### src/rtl/pipeline_fetch_if.sv
// Instruction-memory fetch bus: req/ready request phase, rvalid/rdata response phase.
// master = fetch stage, slave = instruction memory.
interface pipeline_fetch_if;
  logic        imem_req_o;
  logic [31:0] imem_addr_o;
  logic        imem_ready_i;
  logic        imem_rvalid_i;
  logic [31:0] imem_rdata_i;

  modport master (
    output imem_req_o,
    output imem_addr_o,
    input  imem_ready_i,
    input  imem_rvalid_i,
    input  imem_rdata_i
  );

  modport slave (
    input  imem_req_o,
    input  imem_addr_o,
    output imem_ready_i,
    output imem_rvalid_i,
    output imem_rdata_i
  );
endinterface

### src/rtl/pipeline_fetch.sv
// IF stage: owns the fetch PC, issues one outstanding instruction-memory request at a time,
// presents {pc, pc+4, instruction, valid} to IF/ID and absorbs a response arriving under a
// decode stall in a one-entry skid register. Execute-stage redirects flush held/in-flight fetches.
// Optional feature macro: FETCH_MISALIGN_CHECK_EN (flags redirects to non-word-aligned targets
// on misalign_o); when undefined misalign_o is tied low and no extra state exists.
module pipeline_fetch #(
  parameter logic [31:0] RESET_PC  = 32'h0000_0000,
  parameter logic [31:0] NOP_INSTR = 32'h0000_0013
) (
  input  logic             clk_i,
  input  logic             reset_i,
  input  logic             pc_select_i,
  input  logic [31:0]      pc_new_i,
  input  logic             stall_i,
  pipeline_fetch_if.master imem,
  output logic [31:0]      pc_o,
  output logic [31:0]      pcsrc_o,
  output logic [31:0]      instruction_o,
  output logic             valid_o,
  output logic             misalign_o
);

  localparam int unsigned XLEN = 32;

  typedef enum logic [1:0] {
    S_REQ  = 2'd0,
    S_WAIT = 2'd1,
    S_HOLD = 2'd2
  } state_t;

  state_t          state_q, state_d;
  logic [XLEN-1:0] fetch_pc_q, fetch_pc_d;
  logic            kill_q, kill_d;
  logic [XLEN-1:0] skid_pc_q, skid_pc_d;
  logic [XLEN-1:0] skid_instr_q, skid_instr_d;
  logic [XLEN-1:0] pc_q, pc_d;
  logic [XLEN-1:0] pcsrc_q, pcsrc_d;
  logic [XLEN-1:0] instr_q, instr_d;
  logic            valid_q, valid_d;

  logic            accept_c;
  logic            hold_ifid_c;
  logic [XLEN-1:0] fetch_pc_inc_c;
  logic [XLEN-1:0] skid_pc_inc_c;
  logic [XLEN-1:0] target_c;

`ifdef FETCH_MISALIGN_CHECK_EN
  logic mis_q, mis_d;
  logic mis_pend_q, mis_pend_d;
  logic skid_mis_q, skid_mis_d;
`endif

  // Next-state, fetch PC, skid and IF/ID update; redirect overrides everything but reset.
  always_comb begin
    state_d      = state_q;
    fetch_pc_d   = fetch_pc_q;
    kill_d       = kill_q;
    skid_pc_d    = skid_pc_q;
    skid_instr_d = skid_instr_q;
    pc_d         = pc_q;
    pcsrc_d      = pcsrc_q;
    instr_d      = instr_q;
    valid_d      = valid_q;
`ifdef FETCH_MISALIGN_CHECK_EN
    mis_d        = mis_q;
    mis_pend_d   = mis_pend_q;
    skid_mis_d   = skid_mis_q;
`endif

    accept_c       = (state_q == S_REQ) && imem.imem_ready_i;
    hold_ifid_c    = valid_q && stall_i;
    fetch_pc_inc_c = fetch_pc_q + XLEN'(4);
    skid_pc_inc_c  = skid_pc_q + XLEN'(4);
    target_c       = pc_new_i & ~XLEN'(3);

    // IF/ID drains to a bubble unless decode is holding a valid entry.
    if (!hold_ifid_c) begin
      valid_d = 1'b0;
      instr_d = NOP_INSTR;
    end

    case (state_q)
      S_REQ: begin
        if (accept_c) state_d = S_WAIT;
      end
      S_WAIT: begin
        if (imem.imem_rvalid_i) begin
          if (kill_q) begin
            kill_d  = 1'b0;
            state_d = S_REQ;
          end else if (!hold_ifid_c) begin
            pc_d       = fetch_pc_q;
            pcsrc_d    = fetch_pc_inc_c;
            instr_d    = imem.imem_rdata_i;
            valid_d    = 1'b1;
            fetch_pc_d = fetch_pc_inc_c;
            state_d    = S_REQ;
`ifdef FETCH_MISALIGN_CHECK_EN
            mis_d      = mis_pend_q;
            mis_pend_d = 1'b0;
            if (mis_pend_q) instr_d = NOP_INSTR;
`endif
          end else begin
            skid_pc_d    = fetch_pc_q;
            skid_instr_d = imem.imem_rdata_i;
            fetch_pc_d   = fetch_pc_inc_c;
            state_d      = S_HOLD;
`ifdef FETCH_MISALIGN_CHECK_EN
            skid_mis_d   = mis_pend_q;
            mis_pend_d   = 1'b0;
`endif
          end
        end
      end
      S_HOLD: begin
        if (!stall_i) begin
          pc_d    = skid_pc_q;
          pcsrc_d = skid_pc_inc_c;
          instr_d = skid_instr_q;
          valid_d = 1'b1;
          state_d = S_REQ;
`ifdef FETCH_MISALIGN_CHECK_EN
          mis_d   = skid_mis_q;
          if (skid_mis_q) instr_d = NOP_INSTR;
`endif
        end
      end
      default: state_d = S_REQ;
    endcase

    // Redirect: retarget, flush IF/ID and skid; an already accepted request is killed.
    if (pc_select_i) begin
      fetch_pc_d = target_c;
      pc_d       = pc_q;
      pcsrc_d    = pcsrc_q;
      valid_d    = 1'b0;
      instr_d    = NOP_INSTR;
      case (state_q)
        S_REQ: begin
          state_d = accept_c ? S_WAIT : S_REQ;
          kill_d  = accept_c;
        end
        S_WAIT: begin
          state_d = imem.imem_rvalid_i ? S_REQ : S_WAIT;
          kill_d  = !imem.imem_rvalid_i;
        end
        default: begin
          state_d = S_REQ;
          kill_d  = 1'b0;
        end
      endcase
`ifdef FETCH_MISALIGN_CHECK_EN
      mis_d      = |pc_new_i[1:0];
      mis_pend_d = |pc_new_i[1:0];
      skid_mis_d = 1'b0;
`endif
    end
  end

  // State, fetch PC, skid and IF/ID registers with synchronous active-low reset.
  always_ff @(posedge clk_i) begin
    if (!reset_i) begin
      state_q      <= S_REQ;
      fetch_pc_q   <= RESET_PC;
      kill_q       <= 1'b0;
      skid_pc_q    <= '0;
      skid_instr_q <= NOP_INSTR;
      pc_q         <= RESET_PC;
      pcsrc_q      <= RESET_PC + XLEN'(4);
      instr_q      <= NOP_INSTR;
      valid_q      <= 1'b0;
    end else begin
      state_q      <= state_d;
      fetch_pc_q   <= fetch_pc_d;
      kill_q       <= kill_d;
      skid_pc_q    <= skid_pc_d;
      skid_instr_q <= skid_instr_d;
      pc_q         <= pc_d;
      pcsrc_q      <= pcsrc_d;
      instr_q      <= instr_d;
      valid_q      <= valid_d;
    end
  end

`ifdef FETCH_MISALIGN_CHECK_EN
  // Misalignment flag, its pending marker for the next load, and the skid copy.
  always_ff @(posedge clk_i) begin
    if (!reset_i) begin
      mis_q      <= 1'b0;
      mis_pend_q <= 1'b0;
      skid_mis_q <= 1'b0;
    end else begin
      mis_q      <= mis_d;
      mis_pend_q <= mis_pend_d;
      skid_mis_q <= skid_mis_d;
    end
  end

  assign misalign_o = mis_q;
`else
  assign misalign_o = 1'b0;
`endif

  // Request is only asserted out of reset in the request state.
  assign imem.imem_req_o  = reset_i && (state_q == S_REQ);
  assign imem.imem_addr_o = fetch_pc_q;

  assign pc_o          = pc_q;
  assign pcsrc_o       = pcsrc_q;
  assign instruction_o = instr_q;
  assign valid_o       = valid_q;

endmodule

### src/flat_wrapper.sv
// flat-port wrapper written by rule: the top's interface ports become plain ports
module pipeline_fetch_flat 
#(
  parameter logic [31:0] RESET_PC  = 32'h0000_0000,
  parameter logic [31:0] NOP_INSTR = 32'h0000_0013
)
  (clk_i, reset_i, pc_select_i, pc_new_i, stall_i, pc_o, pcsrc_o, instruction_o, valid_o, misalign_o, imem_imem_req_o, imem_imem_addr_o, imem_imem_ready_i, imem_imem_rvalid_i, imem_imem_rdata_i);
  pipeline_fetch_if imem_i ();
  input  logic clk_i;
  input  logic reset_i;
  input  logic pc_select_i;
  input  logic [31:0] pc_new_i;
  input  logic stall_i;
  output logic [31:0] pc_o;
  output logic [31:0] pcsrc_o;
  output logic [31:0] instruction_o;
  output logic valid_o;
  output logic misalign_o;
  output wire logic [$bits(imem_i.imem_req_o)-1:0] imem_imem_req_o;
  output wire logic [$bits(imem_i.imem_addr_o)-1:0] imem_imem_addr_o;
  input wire logic [$bits(imem_i.imem_ready_i)-1:0] imem_imem_ready_i;
  input wire logic [$bits(imem_i.imem_rvalid_i)-1:0] imem_imem_rvalid_i;
  input wire logic [$bits(imem_i.imem_rdata_i)-1:0] imem_imem_rdata_i;
  assign imem_imem_req_o = imem_i.imem_req_o;
  assign imem_imem_addr_o = imem_i.imem_addr_o;
  assign imem_i.imem_ready_i = imem_imem_ready_i;
  assign imem_i.imem_rvalid_i = imem_imem_rvalid_i;
  assign imem_i.imem_rdata_i = imem_imem_rdata_i;
  pipeline_fetch #(.RESET_PC(RESET_PC), .NOP_INSTR(NOP_INSTR)) u_core (.clk_i(clk_i), .reset_i(reset_i), .pc_select_i(pc_select_i), .pc_new_i(pc_new_i), .stall_i(stall_i), .imem(imem_i), .pc_o(pc_o), .pcsrc_o(pcsrc_o), .instruction_o(instruction_o), .valid_o(valid_o), .misalign_o(misalign_o));
endmodule
### config.mk
export PLATFORM = sky130hd
export DESIGN_NAME = pipeline_fetch_flat
export DESIGN_NICKNAME = d
export VERILOG_FILES = /design/src/rtl/pipeline_fetch_if.sv /design/src/rtl/pipeline_fetch.sv /design/src/flat_wrapper.sv
export SDC_FILE = /design/constraint.sdc
export NUM_CORES = 1
export LEC_CHECK = 0
export CAP_MARGIN = 20
export CORE_MARGIN = 5
export CORE_UTILIZATION = 52
export CTS_BUF_LIST = sky130_fd_sc_hd__clkbuf_16
export CTS_CLUSTER_SIZE = 12
export DETAILED_ROUTE_END_ITERATION = 7
export GPL_ROUTABILITY_DRIVEN = 0
export PLACE_DENSITY_LB_ADDON = 0.2
export SETUP_SLACK_MARGIN = 0.05
export SYNTH_ARGS = -nofsm -noshare
export SYNTH_HDL_FRONTEND = slang
export SYNTH_SLANG_ARGS = --single-unit
### constraint.sdc
create_clock -name clk_i -period 2.7 [get_ports clk_i]
set_input_delay 0.54 -clock clk_i [delete_from_list [all_inputs] [get_ports clk_i]]
set_output_delay 0.54 -clock clk_i [all_outputs]
set_load 0.005 [all_outputs]
### After elaboration in Yosys (flattened, before gate mapping)

Cells that the tools add are included.

* logic and storage cells: 80
* register bits after elaboration: 196
* input bits: 70
* output and inout port bits: 131
* bits in writable memories: 0
* bits in read-only memories: 0
* memories: 0
* latch bits: 0

* multiply operators: 0
* equality and inequality tests: 10
* order comparisons: 0
* div/mod/pow operators: 0
* shifts and indexed selects: 0
* mux-type cells: 40
* reductions and logical operators: 15
* $add $sub $neg: 2
* bitwise gates (word level): 3

Operators with widths (number)
* $mux W32: 17
* $pmux W32 S2: 3
* $add A32 B3 Y32 const B: 2
* $mux W2: 6
* $mux W1: 10
* $ne A2 B2 Y1 const B: 5
* $reduce_and A3 Y1: 3
* $ne A3 B3 Y1 const B: 2
* $pmux W2 S3: 1
* $reduce_and A6 Y1: 1
* $reduce_bool A2 Y1: 3
* $pmux W1 S2: 2
* $pmux W2 S2: 1
* $reduce_and A4 Y1: 1
* $logic_and A1 B1 Y1: 3
* $ne A3 B2 Y1 const B: 1
* $not A1 Y1: 3
* $eq A2 B1 Y1 const B: 1
* $eq A2 B2 Y1 const B: 1
* $logic_not A2 Y1: 1
* $reduce_and A2 Y1: 1
* $reduce_or A2 Y1: 1
* $logic_not A1 Y1: 1

### Longest topological paths before layout

Gate-level depths: netlist of the first run.

* depth after elaboration: 6
* mapped depth: 9
* gate-level depth less buffers: 7

### Worst setup path before layout of the first run

No wires, ideal clock.

* path type: register to register
* start: register u_core.fetch_pc_q[2] (netlist: u_core.imem.imem_addr_o[2])
* end: register u_core.fetch_pc_q[20] (netlist: u_core.imem.imem_addr_o[20])
* arrival: 1.808 ns
* buffers on the path: 0
* period minus slack after synthesis: 1.893 ns
* setup slack: 0.807 ns
* cell stages (with the launch flop): 7
* required time: 2.614 ns
* setup time: 0.086 ns
* cell sequence: dfxtp_1 -> ha_1 -> nand4_2 -> nor3_1 -> nand2_1 -> xnor2_1 -> a211oi_1

* cells in the longest elaborated chain, start to end: 5

RTL lines
* start, declared: line pipeline_fetch.sv:32 `logic [XLEN-1:0] fetch_pc_q, fetch_pc_d;`
* start signal, assigned: line pipeline_fetch.sv:174 `fetch_pc_q <= fetch_pc_d;`
* $add A32 B3 Y32: line pipeline_fetch.sv:72 `fetch_pc_inc_c = fetch_pc_q + XLEN'(4);`
* $mux W32: line pipeline_fetch.sv:88 `if (kill_q) begin`
* $mux W32: line pipeline_fetch.sv:87 `if (imem.imem_rvalid_i) begin`
* $mux W32: line pipeline_fetch.sv:82 `case (state_q)`
* $mux W32: line pipeline_fetch.sv:132 `if (pc_select_i) begin`

Every way passes these cells. The select of a mux whose other input is x is not followed.
A chain may end at the register's enable or synchronous reset.

### Final worst setup path of the first run

Same ends and word-level chain as after synthesis.

==> results.yml, run 1 <==
clock_network:
  post_cts_resized: 0
  clk_latency_ns: 0.45
  postCtsHoldBufs: 0
  cts_buffer_depth: 2
  cts.htree.levels: 4
  root_buffer: "clkbuf_16"
  clk_pin_slew_worst_paths_ns: 0.07
  numCtsBuffers: 17
  numClockSinks: 188
  postCtsSetupBuffers: 0
  cts_tree: "built"
sta:
  slew_headroom_pct: 65.0
  clock_skew_ns: 0.0120
  setup-tns-final_ns: 0
  hold_violations: 0
  rsz0062_at_grt: "false"
  finalCritPeriodShare_pct: 88.3
  setup_violations: 0
  worstMarginPinSlew_ns: 0.525
  worst_slack_ns: 0.315
  layout_min_cycle_time_ns: 2.38
  fin_hold_ws_ns: 0.456
  max_freq_mhz: 419
  slew_viol_final: 0
yosys:
  ys_types: 61
  seq_area_frac_synth_pct: 37.8
  ys_seq_elements: 188
  synth_edf_count: 0
  synth_warnings: 0
  synthArstFlopShare_pct: 0
  synthCells: 1250
  synth_flop_cell: "dfxtp_1"
  syn_area_mm2: 0.00996
  syn_avg_cell_area_um2: 7.97
route:
  ant_nets: 0
  drt_wl_total_um: 31100
  num_vias: 9972
  initialDrtViolationCount: 928
  drt-pass1-iter-count: 7
  wire_per_inst_um: 18.9
  drcViolationCount: 0
  avgViaCountPerCell: 6.05
floorplanning:
  die_h_um: 148
  ios: 201
  rows: 50
  initial_core_util_pct: 53.1
  die_x_um: 148
  fp.dieArea_mm2: 0.0220
  core_mm2: 0.0188
global_routing:
  antenna_found_initial: 0
  grt_usage_pct: 27.8
  grt_pass1_wl_um: 49600
  first_global_vias: 9363
  grt_start_max_net_pins: 41
  gr-total-overflow: 0
pwr:
  power_density_mw_per_mm2: 517
  p_leak_nw: 4.30
  ir_drop_uv: 459
critical_path:
  critPathLaunchType: "flop"
  path_max_fanout: 10
  crit_required_ns: 3.06
  crit_arrival_ns: 2.74
  critical_path_class: "flop to flop"
  cp-end-kind: "flop"
finish:
  syn_to_final_growth_pct: 28.8
  drive_gt1_share_pct: 7.78
  layout_commonest_cell: "nand2_1"
  final.fill_count: 1547
  antennaDiodeCount: 0
  layout.nets: 1476
  final_cell_mix: "204 x nand2_1, 191 x clkdlybuf4s50_1, 188 x dfxtp_1"
place:
  port-buffer-count: 191
  post-dp-hpwl_um: 21400
  dp_slack_ns: 0.0369
outcome:
  outcome: "finished clean"
job:
  maxCapViolCount: 0
min_path:
  min_path_type: "flop to flop"
==> cells in the mapped netlist (16+ instances only) <==
library cell | n | area [µm²]
nand2_1 | 205 | 769
nand4_1 | 19 | 119
buf_2 | 40 | 200
xnor2_1 | 36 | 315
o31a_1 | 16 | 140
inv_1 | 45 | 169
o21ai_0 | 67 | 335
dfxtp_1 | 188 | 3760
a2bb2oi_1 | 28 | 245
clkbuf_1 | 56 | 210
nor4_1 | 23 | 144
nor3_1 | 36 | 180
nor2_1 | 59 | 221
a21oi_1 | 90 | 450
a211oi_1 | 61 | 458
a21boi_0 | 31 | 233
nand3_1 | 51 | 255
mux2i_1 | 43 | 430
==> state kept, by name, indices dropped and copies added (netlist names) <==
| signal | cells |
|---|---|
| u_core.valid_o | 1 |
| u_core.imem.imem_addr_o | 30 |
| u_core.instruction_o | 32 |
| u_core.skid_pc_q | 30 |
| u_core.kill_q | 1 |
| u_core.skid_instr_q | 32 |
| u_core.state_q | 2 |
| u_core.pc_o | 30 |
| u_core.pcsrc_o | 30 |
==> layer usage <==
metal	wire length [µm]	up-vias	track usage, %
li1	-	4726	-
met1	12700	4742	34.8
met2	15200	432	46.3
met3	2430	72	6.89
met4	832	0	10.3
met5	0	-	0
==> worst max-delay path: stages, from the launching register on <==
cell	delay [ns]
dfxtp_1	0.51
ha_1	0.33
nand4_2	0.35
nor3_1	0.47
buf_4	0.22
nand2_1	0.06
xnor2_1	0.14
a211oi_1	0.22
==> path summary, 6_finish.rpt <==
| kind | start | to | slack [ns] | cells past startpoint |
|---|---|---|---|---|
| max | u_core.imem.imem_addr_o[2] | u_core.imem.imem_addr_o[20] | 0.32 | 7 |
| min | u_core.skid_instr_q[16] | u_core.skid_instr_q[16] | 0.46 | 2 |
| max reg2reg | u_core.imem.imem_addr_o[2] | u_core.imem.imem_addr_o[20] | 0.32 | 7 |
| min reg2reg | u_core.skid_instr_q[16] | u_core.skid_instr_q[16] | 0.46 | 2 |
==> layout make-up <==
type                            count  area [µm²]  share of cell area [%]
Multi-Input combinational cell    903        5510                    42.9
Sequential cell                   188        3760                    29.3
Timing Repair Buffer              244        2430                    19.0
Clock buffer                       17         425                    3.32
Tap cell                          234         293                    2.28
Clock inverter                     15         230                    1.79
Inverter                           46         174                    1.36
==> kinds of logic (layout without fill, tap and decap cells) <==
logic type                 Yosys count  after routing  share of synthesized area, %
buffers and inverters              165            322                          7.42
and+or+nand+nor                    459            459                          22.9
muxes                               44             44                          4.43
AOI/OAI and AO/OA                  337            337                          22.3
other                                1              7                        0.0376
adders and majority gates            6              6                         0.754
xor gates and xnor gates            50             50                          4.40
DFF                                188            188                          37.8
==> through the flow <==
step	area, µm²	std cells	power [W]	util [%]
global route	12800	1647	0.00687	68.3
detailed placement	12200	1615	0.00389	64.9
floorplan	9980	1256	0.00343	-
global placement	12200	1615	0.00388	64.9
CTS	12800	1647	0.00665	68.3
finish	12800	1647	0.00663	68.3
==> power by group <==
group | switching [W] | total, W | internal [W] | leakage [nW]
sequential | 0.0000815 | 0.00294 | 0.00286 | 1.53
combinational | 0.000438 | 0.000896 | 0.000457 | 2.46
clock | 0.00121 | 0.00280 | 0.00159 | 0.317
total | 0.00173 | 0.00663 | 0.00490 | 4.30
No activity file was read; power rests on OpenSTA's default activity.
==> run 2, diff against run 1 <==
CORE_UTILIZATION = 54   (was 52)
CTS_BUF_LIST = sky130_fd_sc_hd__clkbuf_2   (was sky130_fd_sc_hd__clkbuf_16)
==> run 2 against run 1 <==
Power is 20% lower. Via count is 0.45% lower. Largest cell class unchanged. Sequential share of layout area is 0.98 points higher. Final area is 3.0% lower. Register-to-register slack better by 0.02 ns.
==> results.yml, run 2 (synthesis gave the netlist of run 1 again) <==
clock_network:
  numClockSinks: 188
  postCtsHoldBufs: 0
  cts_buffer_depth: 2
  postCtsSetupBuffers: 0
  numCtsBuffers: 17
  cts.htree.levels: 4
  root_buffer: "clkbuf_2"
  clk_pin_slew_worst_paths_ns: 0.31
  clk_latency_ns: 0.80
  cts_tree: "built"
pwr:
  power_density_mw_per_mm2: 429
  p_leak_nw: 4.16
  ir_drop_uv: 326
floorplanning:
  fp.dieArea_mm2: 0.0213
  die_x_um: 146
  ios: 201
  die_h_um: 146
  rows: 49
  core_mm2: 0.0181
  initial_core_util_pct: 55.1
global_routing:
  use_met2_pct: 48.1
  grt_start_max_net_pins: 66
  first_global_vias: 9575
  top_usage_layer: "met2"
  gr-usage-met1_pct: 33.4
  grt_pass1_wl_um: 49300
  antenna_found_initial: 1
  gr-total-overflow: 0
  use_met3_pct: 7.97
  grt_usage_pct: 27.8
sta:
  max_freq_mhz: 392
  setup-tns-final_ns: 0
  slew_headroom_pct: 56.8
  fin_hold_ws_ns: 0.258
  hold_violations: 0
  layout_min_cycle_time_ns: 2.55
  rsz0062_at_grt: "false"
  slew_viol_final: 0
  clock_skew_ns: 0.0361
  finalCritPeriodShare_pct: 94.5
  worstMarginPinSlew_ns: 0.648
  setup_violations: 0
place:
  post-dp-hpwl_um: 21500
  port-buffer-count: 191
route:
  ant_nets: 0
  drt_wl_total_um: 30600
  drt-pass1-iter-count: 6
  initialDrtViolationCount: 752
  avgViaCountPerCell: 6.01
  num_vias: 9927
  drcViolationCount: 0
  wire_per_inst_um: 18.5
critical_path:
  cp_cell_sequence: "buf_4 > clkdlybuf4s50_1"
  cpLargestDelayFamily: "buffers and inverters"
  path_max_fanout: 6
  startpoint: "u_core.imem.imem_addr_o[14]"
  crit_required_ns: 2.16
  cpPeakStageDelay_ns: 0.51
  r2r_start: "u_core.imem.imem_addr_o[2]"
  path_buf_inv: 2
  crit_arrival_ns: 2.01
  critical_path_class: "flop to output pin"
  cp-end-kind: "output pin"
  slowest_stage: "dfxtp_1"
  critPathLaunchType: "flop"
finish:
  drive_gt1_share_pct: 8.80
  final_cell_mix: "204 x nand2_1, 190 x clkdlybuf4s50_1, 182 x dfxtp_1"
  layout.nets: 1484
  layout_commonest_cell: "nand2_1"
  seq_area_mm2: 0.00377
  syn_to_final_growth_pct: 24.8
  multiInputGateArea_mm2: 0.00551
  final.fill_count: 1536
min_path:
  hp-start: "imem_imem_rdata_i[17]"
  min_path_type: "primary input to flop"
job:
  maxCapViolCount: 0
outcome:
  outcome: "finished clean"
run 2: final timing paths:
kind	to	cells after the start	slack, ns
max	imem_imem_addr_o[14]	2	0.15
min	u_core.skid_instr_q[17]	3	0.26
max reg2reg	u_core.pcsrc_o[16]	6	0.34
min reg2reg	u_core.pcsrc_o[2]	2	0.46
run 2: report_power, final:
group / internal [W] / switching (W) / total [W]
registers: 0.00288 / 0.0000802 / 0.00296
logic: 0.000457 / 0.000438 / 0.000895
clock network: 0.000375 / 0.00110 / 0.00148
total: 0.00371 / 0.00162 / 0.00533
run 2: final cells by class:
| type | count | share of cell area (%) |
|---|---|---|
| antenna | 1 | 0.0201 |
| clock buffer | 17 | 0.684 |
| tap | 229 | 2.30 |
| sequential | 188 | 30.3 |
| multi-input combinational | 903 | 44.3 |
| timing repair buffer | 252 | 19.7 |
| clock inverter | 15 | 1.25 |
| inverter | 46 | 1.40 |
run 2: worst reg2reg max path: cells and delay by family (launching register included):
| family | cells | cell delay [ns] |
|---|---|---|
| adder cells (fa/ha/maj) | 1 | 0.32 |
| AO/OA/AOI/OAI | 1 | 0.22 |
| AND/OR/NAND/NOR | 4 | 1.26 |
| flip-flops | 1 | 0.52 |
run 2: stage by stage:
stage               util [%]  power (W)  area (µm²)  std cells  worst slack, ns
finish                  68.8    0.00533       12400       1651            0.148
global route            68.8    0.00553       12400       1651           0.0715
CTS                     68.7    0.00533       12400       1650            0.104
detailed placement      67.4    0.00389       12200       1618            0.136
global placement        67.4    0.00387       12200       1618            0.203
floorplan                  -    0.00343        9980       1256            0.807
run 2: timing repair:
action | 4_1_cts | 5_1_grt
pin swaps | 0 | 0
gates resized for setup | 4 | 4
setup endpoints to repair | 2 | 4
run 2: per-layer routing:
layer / part of all wire [%] / routed length, µm / up-vias
met5: 0 / 0 / -
li1: - / - / 4751
met2: 49 / 14900 / 423
met1: 40 / 12300 / 4698
met4: 2.4 / 743 / 0
met3: 8.6 / 2620 / 55
==> run 3, diff against run 2 <==
CORE_UTILIZATION = 66   (was 54)
DONT_BUFFER_PORTS = 1   (was unset)
SLEW_MARGIN = 10   (was unset)
==> run 3 against run 2 <==
Via count down 3.5%. Critical endpoint is now u_core.skid_instr_q[1]. Clock skew down 0.018 ns. Flip-flop and latch count unchanged. Critical path type is now flop to flop. Largest power group unchanged.
==> results.yml, run 3 (synthesis gave the netlist of run 1 again) <==
finish:
  syn_to_final_growth_pct: 10.5
  layout.nets: 1351
  final.fill_count: 1156
  fin_util_pct: 73.5
  final_area_mm2: 0.0110
  final_cell_mix: "204 x nand2_1, 188 x dfxtp_1, 90 x a21oi_1"
  seq_area_mm2: 0.00376
  layout_commonest_cell: "nand2_1"
  drive_gt1_share_pct: 7.84
  multiInputGateArea_mm2: 0.00551
  finalNonFillerCells: 1477
job:
  maxCapViolCount: 0
route:
  num_vias: 9576
  drt_wl_total_um: 29800
  drcViolationCount: 0
  ant_nets: 0
  initialDrtViolationCount: 936
  drt-pass1-iter-count: 5
  avgViaCountPerCell: 6.48
  wire_per_inst_um: 20.2
floorplanning:
  initial_core_util_pct: 66.5
  die_h_um: 133
  fp.dieArea_mm2: 0.0177
  die_x_um: 133
  core_mm2: 0.0150
  ios: 201
  rows: 45
pwr:
  p_leak_nw: 3.66
  ir_drop_uv: 285
  power.total_w: 0.00503
  power_density_mw_per_mm2: 457
critical_path:
  cpPeakStageDelay_ns: 0.56
  critPathLaunchType: "flop"
  crit_arrival_ns: 3.21
  crit_required_ns: 3.43
  critical_path_class: "flop to flop"
  path_max_fanout: 36
  path_buf_inv: 4
  slowest_stage: "dlygate4sd3_1"
  cp_cell_sequence: "inv_1 > ha_1 > and3b_1 > buf_4 > nand2_2 > buf_6 > nand2_1 > nand3_1 > dlygate4sd3_1"
  cp-end-kind: "flop"
  cpLargestDelayFamily: "buffers and inverters"
sta:
  clock_skew_ns: 0.0182
  setup-tns-final_ns: 0
  worstMarginPinSlew_ns: 0.726
  slew_viol_final: 0
  finalCritPeriodShare_pct: 91.8
  hold_violations: 0
  max_freq_mhz: 403
  layout_min_cycle_time_ns: 2.48
  rsz0062_at_grt: "false"
  setup_violations: 0
  slew_headroom_pct: 51.6
clock_network:
  cts.htree.levels: 4
  numClockSinks: 188
  root_buffer: "clkbuf_2"
  cts_buffer_depth: 2
  clk_pin_slew_worst_paths_ns: 0.24
  clk_latency_ns: 0.77
  numCtsBuffers: 17
  cts_tree: "built"
global_routing:
  gr-total-overflow: 0
  first_global_vias: 8821
  grt_pass1_wl_um: 46600
  grt_start_max_net_pins: 63
  antenna_found_initial: 0
  grt_usage_pct: 32.3
place:
  post-dp-hpwl_um: 19300
  dp.cells: 1371
  port-buffer-count: 0
  dpl_cell_area_mm2: 0.0100
min_path:
  min_path_type: "primary input to flop"
outcome:
  outcome: "finished clean"
## run 3: layout make-up
| cell class | instances | share of cell area (%) |
|---|---|---|
| Multi-Input combinational cell | 903 | 50.0 |
| Sequential cell | 188 | 34.2 |
| Timing Repair Buffer | 119 | 10.0 |
| Tap cell | 188 | 2.14 |
| Inverter | 46 | 1.58 |
| Clock inverter | 13 | 1.14 |
| Clock buffer | 19 | 0.864 |
| Antenna cell | 1 | 0.0227 |
## run 3: final timing paths
kind | start | end | slack, ns | cells past startpoint
setup / recovery | u_core.state_q[1] | u_core.skid_instr_q[1] | 0.22 | 9
hold / removal | stall_i | u_core.instruction_o[30] | 0.05 | 3
setup reg to reg | u_core.state_q[1] | u_core.skid_instr_q[1] | 0.22 | 9
hold reg to reg | u_core.skid_instr_q[16] | u_core.skid_instr_q[16] | 0.47 | 2
## run 3: stage by stage
stage,hold slack (ns),setup slack (ns)
3_3_place_gp,0.439,0.494
3_5_place_dp,0.444,0.424
4_1_cts,0.000397,0.201
6_report,0.0526,0.222
2_1_floorplan,0.432,0.807
5_1_grt,0.00436,0.0670
## run 3: worst min-delay path: cells and delay by family
family          cells  cell delay (ns)
compound gates      3             0.26
## run 3: where the power goes
part | switching, W | internal (W) | total, W
logic | 0.000375 | 0.000294 | 0.000669
registers | 0.000104 | 0.00287 | 0.00298
clock network | 0.000962 | 0.000422 | 0.00138
total | 0.00144 | 0.00359 | 0.00503
## run 3: repair_timing
action | in CTS | in global routing
endpoints found under the setup margin | 0 | 3
resized for setup | 0 | 1
hold buffers | 72 | 1
buffers inserted | 0 | 0
endpoints found under the hold margin | 95 | 5
## run 3: per-layer routing
layer	part of all wire, %	global-route usage (%)
met5	0	0
met4	3.4	13.2
met3	9.7	9.47
met2	48	54.0
met1	39	39.1
